==> src/rtl/bit_scan_64b.sv <==
// bit_scan_64b -- set-bit sequencer built on a 64-bit priority encoder.
// It accepts a 64-bit mask and then emits the index of each set bit, one
// index per beat, on a valid/ready stream. Each emitted bit is cleared from
// the internal mask. When the mask is empty the block is ready for a new word.
//
// Ports of bit_scan_64b:
//   clk_i, rst_n_i             clock, asynchronous active-low reset
//   in_data_i/in_valid_i       mask to scan and its valid flag
//   in_ready_o                 high when the block can accept a word (IDLE)
//   flush_i                    synchronous abort of the current word
//   out_data_o                 index of the current set bit
//   out_seq_o                  beat number within the word
//   out_last_o                 high on the final beat of the word
//   out_empty_o                high when the accepted word was all-zero
//   out_valid_o/out_ready_i    output beat handshake
//   busy_o                     high while a word is being scanned
//
// Ports of enc_64b:
//   clk_i, rst_n_i             used only when REG_OUT=1
//   in_data_i                  vector to encode
//   idx_o                      index of the highest set bit (0 when none)
//   valid_o                    high when any bit is set

module enc_64b #(
  parameter bit REG_OUT = 1'b0
) (
  input  logic        clk_i,
  input  logic        rst_n_i,
  input  logic [63:0] in_data_i,
  output logic [5:0]  idx_o,
  output logic        valid_o
);

  logic [5:0] idx_c;
  logic       valid_c;
  logic [5:0] idx_q;
  logic       valid_q;

  // The highest set bit wins because later loop iterations overwrite earlier ones.
  always_comb begin
    idx_c   = 6'd0;
    valid_c = |in_data_i;
    for (int i = 0; i < 64; i++) begin
      if (in_data_i[i]) idx_c = 6'(i);
    end
  end

  always_ff @(posedge clk_i or negedge rst_n_i) begin
    if (!rst_n_i) begin
      idx_q   <= 6'd0;
      valid_q <= 1'b0;
    end else begin
      idx_q   <= idx_c;
      valid_q <= valid_c;
    end
  end

  assign idx_o   = REG_OUT ? idx_q   : idx_c;
  assign valid_o = REG_OUT ? valid_q : valid_c;

endmodule

// state | meaning
// IDLE  | waiting for a word; in_ready_o high
// SCAN  | presenting one beat per set bit of mask_r (or one empty beat)
module bit_scan_64b #(
  parameter bit MSB_FIRST = 1'b1
) (
  input  logic        clk_i,
  input  logic        rst_n_i,
  input  logic [63:0] in_data_i,
  input  logic        in_valid_i,
  output logic        in_ready_o,
  input  logic        flush_i,
  output logic [5:0]  out_data_o,
  output logic [6:0]  out_seq_o,
  output logic        out_last_o,
  output logic        out_empty_o,
  output logic        out_valid_o,
  input  logic        out_ready_i,
  output logic        busy_o
);

  typedef enum logic {IDLE, SCAN} state_t;

  state_t      state_r, state_n;
  logic [63:0] mask_r, mask_n;
  logic [6:0]  seq_r, seq_n;
  logic        empty_r, empty_n;

  logic [63:0] mask_rev;
  logic [63:0] enc_in;
  logic [5:0]  enc_idx;
  logic        enc_valid;
  logic [5:0]  idx_raw;
  logic        single;
  logic        scan;
  logic        hs;

  // Feeding the bit-reversed mask to the encoder turns the search for the
  // highest set bit into a search for the lowest set bit of the original.
  always_comb begin
    mask_rev = '0;
    for (int i = 0; i < 64; i++) mask_rev[i] = mask_r[63-i];
  end

  assign enc_in = MSB_FIRST ? mask_r : mask_rev;

  enc_64b #(.REG_OUT(1'b0)) u_enc (
    .clk_i     (clk_i),
    .rst_n_i   (rst_n_i),
    .in_data_i (enc_in),
    .idx_o     (enc_idx),
    .valid_o   (enc_valid)
  );

  assign idx_raw = MSB_FIRST ? enc_idx : (6'd63 - enc_idx);
  // x & (x-1) clears the lowest set bit, so it is zero when only one bit is set.
  assign single  = enc_valid && ((mask_r & (mask_r - 64'd1)) == 64'd0);
  assign scan    = (state_r == SCAN);
  assign hs      = scan && out_ready_i;

  assign in_ready_o  = !scan;
  assign busy_o      = scan;
  assign out_valid_o = scan;
  assign out_data_o  = (scan && !empty_r) ? idx_raw : 6'd0;
  assign out_seq_o   = scan ? seq_r : 7'd0;
  assign out_last_o  = scan && (empty_r || single);
  assign out_empty_o = scan && empty_r;

  always_comb begin
    state_n = state_r;
    mask_n  = mask_r;
    seq_n   = seq_r;
    empty_n = empty_r;
    case (state_r)
      IDLE: begin
        if (!flush_i && in_valid_i) begin
          mask_n  = in_data_i;
          seq_n   = 7'd0;
          empty_n = (in_data_i == 64'd0);
          state_n = SCAN;
        end
      end
      SCAN: begin
        if (hs) begin
          mask_n = mask_r & ~(64'd1 << out_data_o);
          seq_n  = seq_r + 7'd1;
          if (out_last_o) state_n = IDLE;
        end
        // A beat that hands off together with a flush has still been delivered.
        if (flush_i) begin
          state_n = IDLE;
          mask_n  = 64'd0;
          empty_n = 1'b0;
        end
      end
      default: state_n = IDLE;
    endcase
  end

  always_ff @(posedge clk_i or negedge rst_n_i) begin
    if (!rst_n_i) begin
      state_r <= IDLE;
      mask_r  <= 64'd0;
      seq_r   <= 7'd0;
      empty_r <= 1'b0;
    end else begin
      state_r <= state_n;
      mask_r  <= mask_n;
      seq_r   <= seq_n;
      empty_r <= empty_n;
    end
  end

endmodule

==> config.mk <==
export PLATFORM = sky130hd
export DESIGN_NAME = bit_scan_64b
export DESIGN_NICKNAME = d
export VERILOG_FILES = /design/src/rtl/bit_scan_64b.sv
export SDC_FILE = /design/constraint.sdc
export NUM_CORES = 1
export LEC_CHECK = 0
export CORE_MARGIN = 3
export CORE_UTILIZATION = 39
export DETAILED_ROUTE_END_ITERATION = 16
export SKIP_CTS_REPAIR_TIMING = 1
export SYNTH_ARGS = -nofsm -noshare
export SYNTH_HDL_FRONTEND = slang
export SYNTH_HIERARCHICAL = 1
export SYNTH_SLANG_ARGS = --single-unit
==> constraint.sdc <==
create_clock -name clk_i -period 4.7 [get_ports clk_i]
set_input_delay 0.94 -clock clk_i [delete_from_list [all_inputs] [get_ports clk_i]]
set_output_delay 0.94 -clock clk_i [all_outputs]
set_load 0.05 [all_outputs]
==> qor.log, run 1 <==
qor: outcome.outcome finished with violations
qor: outcome.violations_in_the_final_reports negative setup slack
qor: placed_design.gp_congestion 0.982
qor: setup_path.reg2reg_setup_slack 960 ps
qor: finish.insertedDiodeCount 0
qor: sta.min_period 4780 ps
qor: grt.grt_antenna_before_repair 0
qor: job.drv.max_cap_violation_count 0
qor: clock_tree.clk-insertion-delay-late 350 ps
qor: floorplan.floorplan_die_area 15,600 um^2
qor: routing.via_per_inst 6.36
qor: finish.multi_input_area 3620 um^2
qor: min_path.worst_hold_path.num_cells 1
qor: grt.grt_pass1_wl 36,000 um
qor: setup_path.reg2regPathDepth 12
qor: finish.most_common_library_cell_in_the_layout_ignoring_fill_and_taps nor2_1
qor: routing.wl 23,900 um
qor: grt.global_route_congestion_overflow_total 0
qor: finish.fillerInstances 1,305
qor: placed_design.place.port_buffers 86
qor: synthesis.synth_enable_flop_cells 0
qor: setup_path.worstPathArrival 3840 ps
qor: sta.worst_pin_slew 997 ps
qor: sta.timing.final.hold_violations 0
qor: synthesis.post_synth_instance_area 5520 um^2
qor: synthesis.ys_seq_elements 73
qor: clock_tree.cts_htree_levels 3
qor: setup_path.worstSetupEndpointType output port
qor: sta.grt_setup_unrepaired true
qor: synthesis.synth_seq_area_share 33.1%
qor: setup_path.critical-path-max-stage-delay 580 ps
qor: routing.routedWlPerCell 23.4 um
qor: synthesis.synth_area_leaders dfrtp_1, o21ai_0, a22o_1, nor2_1, nand2_1
qor: placed_design.place.detailed.hpwl 17,800 um
qor: min_path.hold_path.class flop to flop
qor: clock_tree.clock_tree_root_driver_cell clkbuf_16
qor: setup_path.worst_r2r_endpoint enc_in[24]$_DFFE_PN0P_
qor: synthesis.postSynth.topFlopCell dfrtp_1
qor: synthesis.post-synth-top-area-fraction 33.1%
qor: synthesis.synthArstFlopShare 100%
qor: finish.final_area 7360 um^2
qor: routing.drcViolationCount 0
qor: power_and_ir_drop.power_per_cell_area 485 nW/um^2
qor: clock_tree.cts_tree built
qor: min_path.timing.hold.worst.start seq_r[6]$_DFFE_PN0P_
qor: setup_path.critPathSlowestCell or4_4
qor: synthesis.synth-warning-count 6
qor: sta.worst_setup_margin -80.0 ps
qor: finish.area.sequential 1830 um^2
qor: routing.ant_nets 0
qor: routing.detailedRoute.firstPassIterationCount 7
qor: floorplan.initial_core_util 40.7%
qor: synthesis.number_of_distinct_library_cells_after_synthesis 68
qor: setup_path.worst_path_dominant_cell_family simple AND/OR/NAND/NOR gates
qor: sta.timing.slew.headroom 33.5%
qor: floorplan.row_count 42
qor: floorplan.top_level_ports 87
qor: clock_tree.clk_pin_slew 60 ps
qor: power_and_ir_drop.power.leakage 0.00303 uW
qor: grt.maximum_number_of_pins_on_one_net_before_global_route_repair 75
qor: placed_design.placement.cell_area 6880 um^2
qor: setup_path.timing.critical_path.cells or4_4 > nor4_4 > buf_6 > nand3b_2 > nor4_1 > o32ai_1 > or4_1 > or4_4 > a21oi_4 > buf_12
qor: sta.clock.fmax 209 MHz
qor: sta.layout_worst_path_cycle_share 102%
qor: grt.global_route.usage.total 29.4%
qor: sta.total_negative_slack_for_setup_checks -80.0 ps
qor: clock_tree.clock_path_buffers 2
qor: synthesis.synth_area_per_cell 7.68 um^2
qor: grt.first_global_vias 6,167
qor: sta.timing.final.max_slew_violations 0
qor: setup_path.worstPathMaxFanout 6
qor: clock_tree.cts_buffers 9
qor: setup_path.critPathBufInv 2
qor: synthesis.syn_nets 789
qor: floorplan.dieHeight 125 um
qor: floorplan.core-area 13,600 um^2
qor: setup_path.critPathRequiredTime 3760 ps
qor: routing.number_of_vias_after_detailed_routing 6,490
qor: synthesis.synth_area_leader_cell dfrtp_1
qor: sta.worst_clock_skew 9.23 ps
qor: finish.nNetsFinal 909
qor: setup_path.critPathLaunchType flop
qor: min_path.timing.hold.worst_endpoint seq_r[6]$_DFFE_PN0P_
qor: synthesis.post_synth_inst_count 719
qor: routing.drt-initial-drc-count 841
qor: finish.layout.cells.most_common_list nor2_1, o21ai_0, clkdlybuf4s50_1
qor: setup_path.crit_path_frequent_cell or4_4
qor: finish.syn_to_final_growth 33.3%
qor: setup_path.rr_startpoint enc_in[45]$_DFFE_PN0P_
qor: power_and_ir_drop.power.ir.vdd_worst 0.000343 V
qor: sta.finalSetupViolCount 1
qor: clock_tree.numClockSinks 73
qor: finish.final_layout_size_suffix_gt1_share 12.8%
qor: setup_path.criticalPathCategory flop to output port
qor: floorplan.dieWidth 125 um
-- cell families after synthesis --
| group | Yosys count | synth area share, % |
|---|---|---|
| adder cells (fa/ha/maj) | 3 | 0.589 |
| AO/OA/AOI/OAI | 231 | 28.4 |
| flip-flops | 73 | 33.1 |
| AND/OR/NAND/NOR | 358 | 33.8 |
| XOR/XNOR | 3 | 0.476 |
| buffers and inverters | 51 | 3.69 |
-- flip-flops by register name, indices dropped and copies added (netlist names) --
signal,count
busy_o,1
enc_in,64
empty_r,1
seq_r,7
-- layer usage --
metal | GRT usage, % | vias to the layer above | part of all wire [%]
met4 | 11.9 | 0 | 3.3
met2 | 43.4 | 360 | 44
li1 | - | 2964 | -
met5 | 0 | - | 0
met3 | 5.33 | 46 | 8.6
met1 | 42.6 | 3120 | 44
-- power by group --
group / switching (uW) / internal [uW]
sequential: 210 / 751
combinational: 1090 / 695
clock: 293 / 533
-- synth_stat cells, types with 3 or more instances --
cell type	n
nor2_1	112
o21ai_0	88
dfrtp_1	73
nand2_1	70
a22o_1	49
nor4_1	37
clkbuf_1	28
a21oi_1	25
nor3_1	20
inv_1	18
nand3_1	17
nand4_1	13
nand2b_1	12
and2_1	11
nor2b_1	11
or3_1	11
o31ai_1	8
o211ai_1	7
or4_1	7
a211oi_1	6
o41ai_1	6
or2_2	6
a2111oi_0	5
nor4_2	5
and3_1	4
nand4b_1	4
nand3b_1	3
nor3b_1	3
o211a_1	3
o21ai_1	3
o21bai_1	3
o32ai_1	3
or4_4	3
xor2_1	3
-- through the flow --
stage	util, %	worst slack, ps	hold slack (ps)	power, uW	cells
after detailed placement	50.8	204	484	2630	1001
after global routing	54.3	-178	533	3750	1020
after CTS	53.3	-178	500	3470	1017
after global placement	50.8	212	479	2640	1001
after floorplan	-	114	450	1940	719
final	54.3	-80.0	496	3570	1020
-- cell type report --
class / instances / area share (%)
clock buffers: 11 / 3.30
clock inverters: 5 / 1.39
inverters: 18 / 0.918
multi-input cells: 597 / 49.2
flip-flops and latches: 73 / 24.8
well taps: 176 / 2.99
repair buffers: 140 / 17.4
-- worst reg2reg max path, delay by kind of cell, from the launching register on --
family / cells / cell delay [ps]
compound gates: 5 / 1620
buf+inv: 1 / 190
simple gates: 6 / 1380
flops: 1 / 420
-- worst max-delay path by stage --
stage	startpoint	end	slack, ps	cells past startpoint
CTS	enc_in[19]$_DFFE_PN0P_	out_last_o	-180	9
global route	enc_in[19]$_DFFE_PN0P_	out_last_o	-180	10
floorplan	enc_in[19]$_DFFE_PN0P_	out_last_o	110	9
finish	enc_in[19]$_DFFE_PN0P_	out_last_o	-80	10
global placement	enc_in[19]$_DFFE_PN0P_	out_last_o	210	9
detailed placement	enc_in[19]$_DFFE_PN0P_	out_last_o	200	9
No activity file was read; power rests on OpenSTA's default activity.
==> inputs of run 2 (changes only) <==
DONT_BUFFER_PORTS = 1   (was not set)
SETUP_SLACK_MARGIN = 0.2   (was not set)
TNS_END_PERCENT = 10   (was not set)
==> run 2 against run 1 <==
The run still ends with negative setup slack left. Maximum frequency about the same. Critical path depth unchanged. Wire length decreased by 6.6%. First-iteration DRC count decreased by 26%. Register-to-register slack got worse by 390 ps. Sequential share of layout area increased by 3.9 points. Sequential power decreased by 0.8%. Hold slack got worse by 210 ps. Worst setup slack got worse by 4.3 ps. Global-route usage decreased by 1.5 points. Non-clock buffer count decreased by 90. Clock skew decreased by 2.0 ps. Critical endpoint unchanged. Highest routed layer unchanged.
==> qor.log, run 2 (same netlist as run 1, synthesis figures left out) <==
qor: routing.routedWlPerCell 24.1 um [was 23.4 um]
qor: setup_path.critPathSlowestCell or4_4 [unchanged]
qor: power_and_ir_drop.p_total 3280 uW [was 3570 uW]
qor: outcome.violations_in_the_final_reports negative setup slack [unchanged]
qor: setup_path.critPathBufInv 2 [unchanged]
qor: setup_path.worstPathMaxFanout 13 [was 6]
qor: finish.layout.cells.most_common_list nor2_1, o21ai_0, dfrtp_1 [was nor2_1, o21ai_0, clkdlybuf4s50_1]
qor: sta.min_period 4780 ps [about the same]
qor: placed_design.place.detailed.hpwl 17,000 um [was 17,800 um]
qor: floorplan.floorplan_die_area 15,600 um^2 [unchanged]
qor: setup_path.worst_path_dominant_cell_family simple AND/OR/NAND/NOR gates [unchanged]
qor: clock_tree.clock_path_buffers 2 [unchanged]
qor: grt.maximum_number_of_pins_on_one_net_before_global_route_repair 75 [unchanged]
qor: power_and_ir_drop.power.leakage 0.00260 uW [was 0.00303 uW]
qor: sta.finalSetupViolCount 1 [unchanged]
qor: finish.nNetsFinal 817 [was 909]
qor: min_path.hold_path.class input port to asynchronous set/reset pin [was flop to flop]
qor: sta.total_negative_slack_for_setup_checks -84.3 ps [was -80.0 ps]
qor: finish.multi_input_area 3530 um^2 [was 3620 um^2]
qor: finish.insertedDiodeCount 0 [unchanged]
qor: routing.drt-initial-drc-count 620 [was 841]
qor: grt.grt_antenna_before_repair 0 [unchanged]
qor: routing.wl 22,300 um [was 23,900 um]
qor: grt.global_route.usage.total 27.9% [was 29.4%]
qor: sta.layout_worst_path_cycle_share 102% [about the same]
qor: floorplan.top_level_ports 87 [unchanged]
qor: routing.detailedRoute.firstPassIterationCount 8 [was 7]
qor: routing.via_per_inst 6.62 [was 6.36]
qor: routing.number_of_vias_after_detailed_routing 6,143 [was 6,490]
qor: finish.flip_flop_count_of_the_largest_register_all_copies_and_words_added 64 [unchanged]
qor: sta.timing.slew.headroom 38.0% [was 33.5%]
qor: placed_design.post-place-ws 224 ps [was 204 ps]
qor: sta.timing.final.max_slew_violations 0 [unchanged]
qor: placed_design.numPlacedInstances 909 [was 1,001]
qor: clock_tree.clock_tree_root_driver_cell clkbuf_16 [unchanged]
qor: routing.drcViolationCount 0 [unchanged]
qor: clock_tree.clk-insertion-delay-late 350 ps [about the same]
qor: power_and_ir_drop.power_per_cell_area 516 nW/um^2 [was 485 nW/um^2]
qor: sta.worst_clock_skew 7.25 ps [was 9.23 ps]
qor: finish.fillerInstances 1,371 [was 1,305]
qor: setup_path.criticalPathCategory flop to output port [unchanged]
qor: grt.first_global_vias 5,781 [was 6,167]
qor: finish.area.sequential 1830 um^2 [unchanged]
qor: clock_tree.cts_tree built [unchanged]
qor: grt.global_route_congestion_overflow_total 0 [unchanged]
qor: sta.worst_pin_slew 921 ps [was 997 ps]
qor: floorplan.dieWidth 125 um [unchanged]
qor: setup_path.worstPathArrival 3840 ps [about the same]
qor: sta.timing.final.hold_violations 0 [unchanged]
qor: clock_tree.cts_buffers 9 [unchanged]
qor: finish.syn_to_final_growth 15.3% [was 33.3%]
qor: finish.finalNonFillerCells 928 [was 1,020]
qor: setup_path.timing.critical_path.cells or4_4 > nor4_4 > nand3b_4 > buf_12 > o41ai_2 > o31ai_1 > or4_1 > or4_4 > a21oi_4 > buf_12 [was or4_4 > nor4_4 > buf_6 > nand3b_2 > nor4_1 > o32ai_1 > or4_1 > or4_4 > a21oi_4 > buf_12]
qor: job.drv.max_cap_violation_count 0 [unchanged]
qor: outcome.outcome finished with violations [unchanged]
qor: routing.ant_nets 0 [unchanged]
qor: sta.grt_setup_unrepaired true [unchanged]
qor: setup_path.critPathLaunchType flop [unchanged]
qor: setup_path.critPathRequiredTime 3760 ps [about the same]
qor: setup_path.worstSetupEndpointType output port [unchanged]
qor: placed_design.place.port_buffers 0 [was 86]
qor: placed_design.gp_congestion 1.00 [was 0.982]
qor: power_and_ir_drop.power.ir.vdd_worst 0.000269 V [was 0.000343 V]
qor: grt.grt_pass1_wl 34,500 um [was 36,000 um]
qor: finish.most_common_library_cell_in_the_layout_ignoring_fill_and_taps nor2_1 [unchanged]
qor: setup_path.critical-path-max-stage-delay 570 ps [was 580 ps]
qor: finish.final_layout_size_suffix_gt1_share 12.8% [about the same]
qor: sta.worst_setup_margin -84.3 ps [was -80.0 ps]
qor: clock_tree.cts_htree_levels 3 [unchanged]
qor: floorplan.initial_core_util 40.7% [unchanged]
qor: floorplan.row_count 42 [unchanged]
qor: floorplan.dieHeight 125 um [unchanged]
qor: clock_tree.numClockSinks 73 [unchanged]
qor: clock_tree.clk_pin_slew 60 ps [about the same]
qor: sta.clock.fmax 209 MHz [about the same]
qor: floorplan.core-area 13,600 um^2 [unchanged]
==> run 2: final cells by class <==
type                    count  share of cell area (%)
inverters                  18                    1.06
multi-input cells         595                    55.5
clock buffers              10                    3.60
repair buffers             50                    6.29
clock inverters             6                    1.41
flip-flops and latches     73                    28.7
well taps                 176                    3.46
==> run 2: path summary, 6_finish.rpt <==
path	start	to	slack (ps)	cells after the start
worst max-delay path	enc_in[19]$_DFFE_PN0P_	out_last_o	-80	10
worst min-delay path	rst_n_i	enc_in[37]$_DFFE_PN0P_	280	0
worst max register to register	enc_in[56]$_DFFE_PN0P_	enc_in[49]$_DFFE_PN0P_	570	12
worst min register to register	seq_r[6]$_DFFE_PN0P_	seq_r[6]$_DFFE_PN0P_	500	1
max in group asynchronous	rst_n_i	enc_in[51]$_DFFE_PN0P_	4260	0
min in group clk_i	seq_r[6]$_DFFE_PN0P_	seq_r[6]$_DFFE_PN0P_	500	1
==> run 2: per-stage QoR <==
step | cell area, um^2 | util, % | hold WS (ps)
2_1_floorplan | 5530 | - | 450
3_3_place_gp | 6000 | 44.2 | 493
3_5_place_dp | 6000 | 44.2 | 497
4_1_cts | 6320 | 46.6 | 272
5_1_grt | 6370 | 47.0 | 273
6_report | 6370 | 47.0 | 284
==> run 2: power by group <==
part	switching, uW	internal, uW
logic	1020	565
clock network	284	467
registers	202	752
total	1500	1780
==> run 2: layer usage <==
layer,GRT usage (%),vias to the layer above,part of all wire [%]
li1,-,2766,-
met1,40.4,2943,43
met2,40.6,386,43
met3,7.93,48,12
met4,8.42,0,2.4
met5,0,-,0
==> inputs of run 3 (changes only) <==
CTS_BUF_LIST = sky130_fd_sc_hd__clkbuf_16   (was not set)
SETUP_SLACK_MARGIN = not set   (was 0.2)
==> run 3 against run 2 <==
The run still ends with negative setup slack left. Sequential share of layout area shrank 0.55 points. Sequential cell count is the same. Clock skew grew 0.50 ps. Design area grew 2.2%. Die area is the same. Non-clock buffer count grew 2. First-iteration DRC count grew 27%. Final cell count grew 0.43%. Combinational power grew 4%. Critical path depth is the same. Critical endpoint unchanged. Largest cell class unchanged. Largest power group unchanged. Highest routed layer unchanged.
==> qor.log, run 3 (same netlist as run 1, synthesis figures left out) <==
qor: outcome.outcome finished with violations [unchanged]
qor: outcome.violations_in_the_final_reports negative setup slack [unchanged]
qor: clock_tree.cts_tree built [unchanged]
qor: power_and_ir_drop.seq_power_share 29.1% [was 29.0%]
qor: setup_path.worstPathArrival 4020 ps [was 3840 ps]
qor: grt.maximum_number_of_pins_on_one_net_before_global_route_repair 75 [unchanged]
qor: routing.ant_nets 0 [unchanged]
qor: setup_path.critPathRequiredTime 3760 ps [about the same]
qor: sta.grt_setup_unrepaired true [unchanged]
qor: floorplan.dieWidth 125 um [unchanged]
qor: finish.flip_flop_count_of_the_largest_register_all_copies_and_words_added 64 [unchanged]
qor: power_and_ir_drop.power_per_cell_area 509 nW/um^2 [was 516 nW/um^2]
qor: placed_design.gp_congestion 1.07 [was 1.00]
qor: finish.multi_input_area 3700 um^2 [was 3530 um^2]
qor: setup_path.reg2regPathDepth 12 [unchanged]
qor: routing.drt-initial-drc-count 786 [was 620]
qor: floorplan.floorplan_die_area 15,600 um^2 [unchanged]
qor: setup_path.critPathLaunchType flop [unchanged]
qor: setup_path.rr_startpoint enc_in[56]$_DFFE_PN0P_ [unchanged]
qor: finish.finalNonFillerCells 932 [was 928]
qor: setup_path.reg2reg_setup_slack 710 ps [was 570 ps]
qor: finish.fillerInstances 1,343 [was 1,371]
qor: sta.worst_pin_slew 1180 ps [was 921 ps]
qor: routing.wl 22,600 um [was 22,300 um]
qor: finish.insertedDiodeCount 0 [unchanged]
qor: sta.worst_setup_margin -259 ps [was -84.3 ps]
qor: setup_path.worstSetupEndpoint out_last_o [unchanged]
qor: setup_path.worstPathMaxFanout 6 [was 13]
qor: placed_design.place.port_buffers 0 [unchanged]
qor: setup_path.criticalPathCategory flop to output port [unchanged]
qor: floorplan.top_level_ports 87 [unchanged]
qor: power_and_ir_drop.sw_share 46.9% [was 45.7%]
qor: power_and_ir_drop.power.ir.vdd_worst 0.000254 V [was 0.000269 V]
qor: sta.finalSetupViolCount 1 [unchanged]
qor: power_and_ir_drop.p_total 3310 uW [was 3280 uW]
qor: power_and_ir_drop.cell_internal_pwr 1760 uW [was 1780 uW]
qor: setup_path.worstSetupEndpointType output port [unchanged]
qor: finish.most_common_library_cell_in_the_layout_ignoring_fill_and_taps nor2_1 [unchanged]
qor: placed_design.place.detailed.hpwl 16,700 um [was 17,000 um]
qor: job.drv.max_cap_violation_count 0 [unchanged]
qor: sta.finalHoldWorstSlack 281 ps [was 284 ps]
qor: routing.detailedRoute.firstPassIterationCount 5 [was 8]
qor: finish.area.sequential 1830 um^2 [about the same]
qor: floorplan.core-area 13,600 um^2 [unchanged]
qor: clock_tree.numClockSinks 73 [unchanged]
qor: floorplan.initial_core_util 40.7% [unchanged]
qor: grt.grt_antenna_before_repair 0 [unchanged]
qor: finish.syn_to_final_growth 17.8% [was 15.3%]
qor: power_and_ir_drop.switchingPower 1550 uW [was 1500 uW]
qor: clock_tree.clock_path_buffers 2 [unchanged]
qor: sta.timing.final.max_slew_violations 0 [unchanged]
qor: clock_tree.cts_htree_levels 3 [unchanged]
qor: grt.global_route_congestion_overflow_total 0 [unchanged]
qor: clock_tree.clock_tree_root_driver_cell clkbuf_16 [unchanged]
qor: sta.timing.final.hold_violations 0 [unchanged]
qor: floorplan.row_count 42 [unchanged]
qor: sta.clock.fmax 202 MHz [was 209 MHz]
qor: routing.routedWlPerCell 24.2 um [was 24.1 um]
qor: sta.worst_clock_skew 7.75 ps [was 7.25 ps]
qor: finish.nNetsFinal 821 [was 817]
qor: placed_design.numPlacedInstances 902 [was 909]
qor: finish.final_core_utilization 48.0% [was 47.0%]
qor: sta.layout_worst_path_cycle_share 106% [was 102%]
qor: sta.timing.slew.headroom 21.2% [was 38.0%]
qor: clock_tree.cts_buffers 9 [unchanged]
qor: sta.min_period 4960 ps [was 4780 ps]
qor: min_path.hold_path.class input port to asynchronous set/reset pin [unchanged]
qor: grt.global_route.usage.total 27.5% [was 27.9%]
qor: setup_path.worst_r2r_endpoint enc_in[49]$_DFFE_PN0P_ [unchanged]
qor: setup_path.setup.worst_path.start enc_in[19]$_DFFE_PN0P_ [unchanged]
qor: routing.number_of_vias_after_detailed_routing 6,198 [was 6,143]
qor: routing.via_per_inst 6.65 [was 6.62]
qor: finish.layout.cells.most_common_list nor2_1, o21ai_0, nand2_1, dfrtp_1, buf_4 [was nor2_1, o21ai_0, dfrtp_1]
qor: grt.first_global_vias 5,726 [was 5,781]
qor: floorplan.dieHeight 125 um [unchanged]
qor: clock_tree.clk-insertion-delay-late 350 ps [about the same]
qor: finish.final_area 6500 um^2 [was 6370 um^2]
qor: power_and_ir_drop.p_comb_share 49.9% [was 48.1%]
qor: clock_tree.clk_pin_slew 60 ps [about the same]
qor: power_and_ir_drop.power.leakage 0.00267 uW [was 0.00260 uW]
qor: finish.final_layout_size_suffix_gt1_share 14.9% [was 12.8%]
qor: placed_design.placement.cell_area 5920 um^2 [was 6000 um^2]
qor: grt.grt_pass1_wl 34,000 um [was 34,500 um]
qor: power_and_ir_drop.clkPwrFrac 20.9% [was 22.9%]
qor: routing.drcViolationCount 0 [unchanged]
## run 3: cell count changes in the layout (fill, tap and decap cells not counted), moves of 2 or more
cell / change
dfrtp_1: -3
o41ai_1: -3
nand3b_4: +2
buf_12: -2
o41ai_2: +2
buf_4: +3
nor4_1: -4
dfrtp_2: +3
nor4_4: +5
## run 3: critical path, cell delays in order, from the launching register on
cell and delay, ps:
dfrtp_2 430, or4_4 560, nor4_4 350, buf_4 230, nand3b_4 170, o41ai_2 350, o311ai_1 170, or4_1 480
or4_4 590, a21oi_2 160, buf_6 180
## run 3: power groups by stage
stage	Clock, uW	Sequential, uW	Combinational (uW)
CTS	704	949	1500
floorplan	0	943	997
finish	692	964	1650
global route	728	986	1770
detailed placement	0	958	1490
global placement	0	954	1490
## run 3: final cells by class
type	count	share of cell area, %
multi-input cells	597	56.8
flip-flops and latches	73	28.1
repair buffers	52	6.06
clock buffers	9	3.46
well taps	176	3.39
clock inverters	7	1.10
inverters	18	1.04
## run 3: worst min-delay path by stage
stage	start	endpoint	slack [ps]	depth (start not counted)
3_5_place_dp	seq_r[3]$_DFFE_PN0P_	seq_r[3]$_DFFE_PN0P_	500	1
2_1_floorplan	seq_r[6]$_DFFE_PN0P_	seq_r[6]$_DFFE_PN0P_	450	1
4_1_cts	rst_n_i	enc_in[9]$_DFFE_PN0P_	270	0
5_1_grt	rst_n_i	enc_in[25]$_DFFE_PN0P_	270	0
3_3_place_gp	seq_r[6]$_DFFE_PN0P_	seq_r[6]$_DFFE_PN0P_	490	1
6_report	rst_n_i	enc_in[25]$_DFFE_PN0P_	280	0
## run 3: routing by layer
layer  vias to the layer above  track usage [%]  share of wire (%)
li1                       2785                -                  -
met1                      3007             40.1                 43
met2                       352             40.0                 43
met3                        54             7.46                 10
met4                         0             8.29                3.4
met5                         -                0                  0
## run 3: per-stage QoR
step                TNS (ps)  worst slack (ps)
detailed placement         0               138
global placement           0               193
global route            -341              -341
CTS                     -253              -253
finish                  -259              -259
floorplan                  0               114
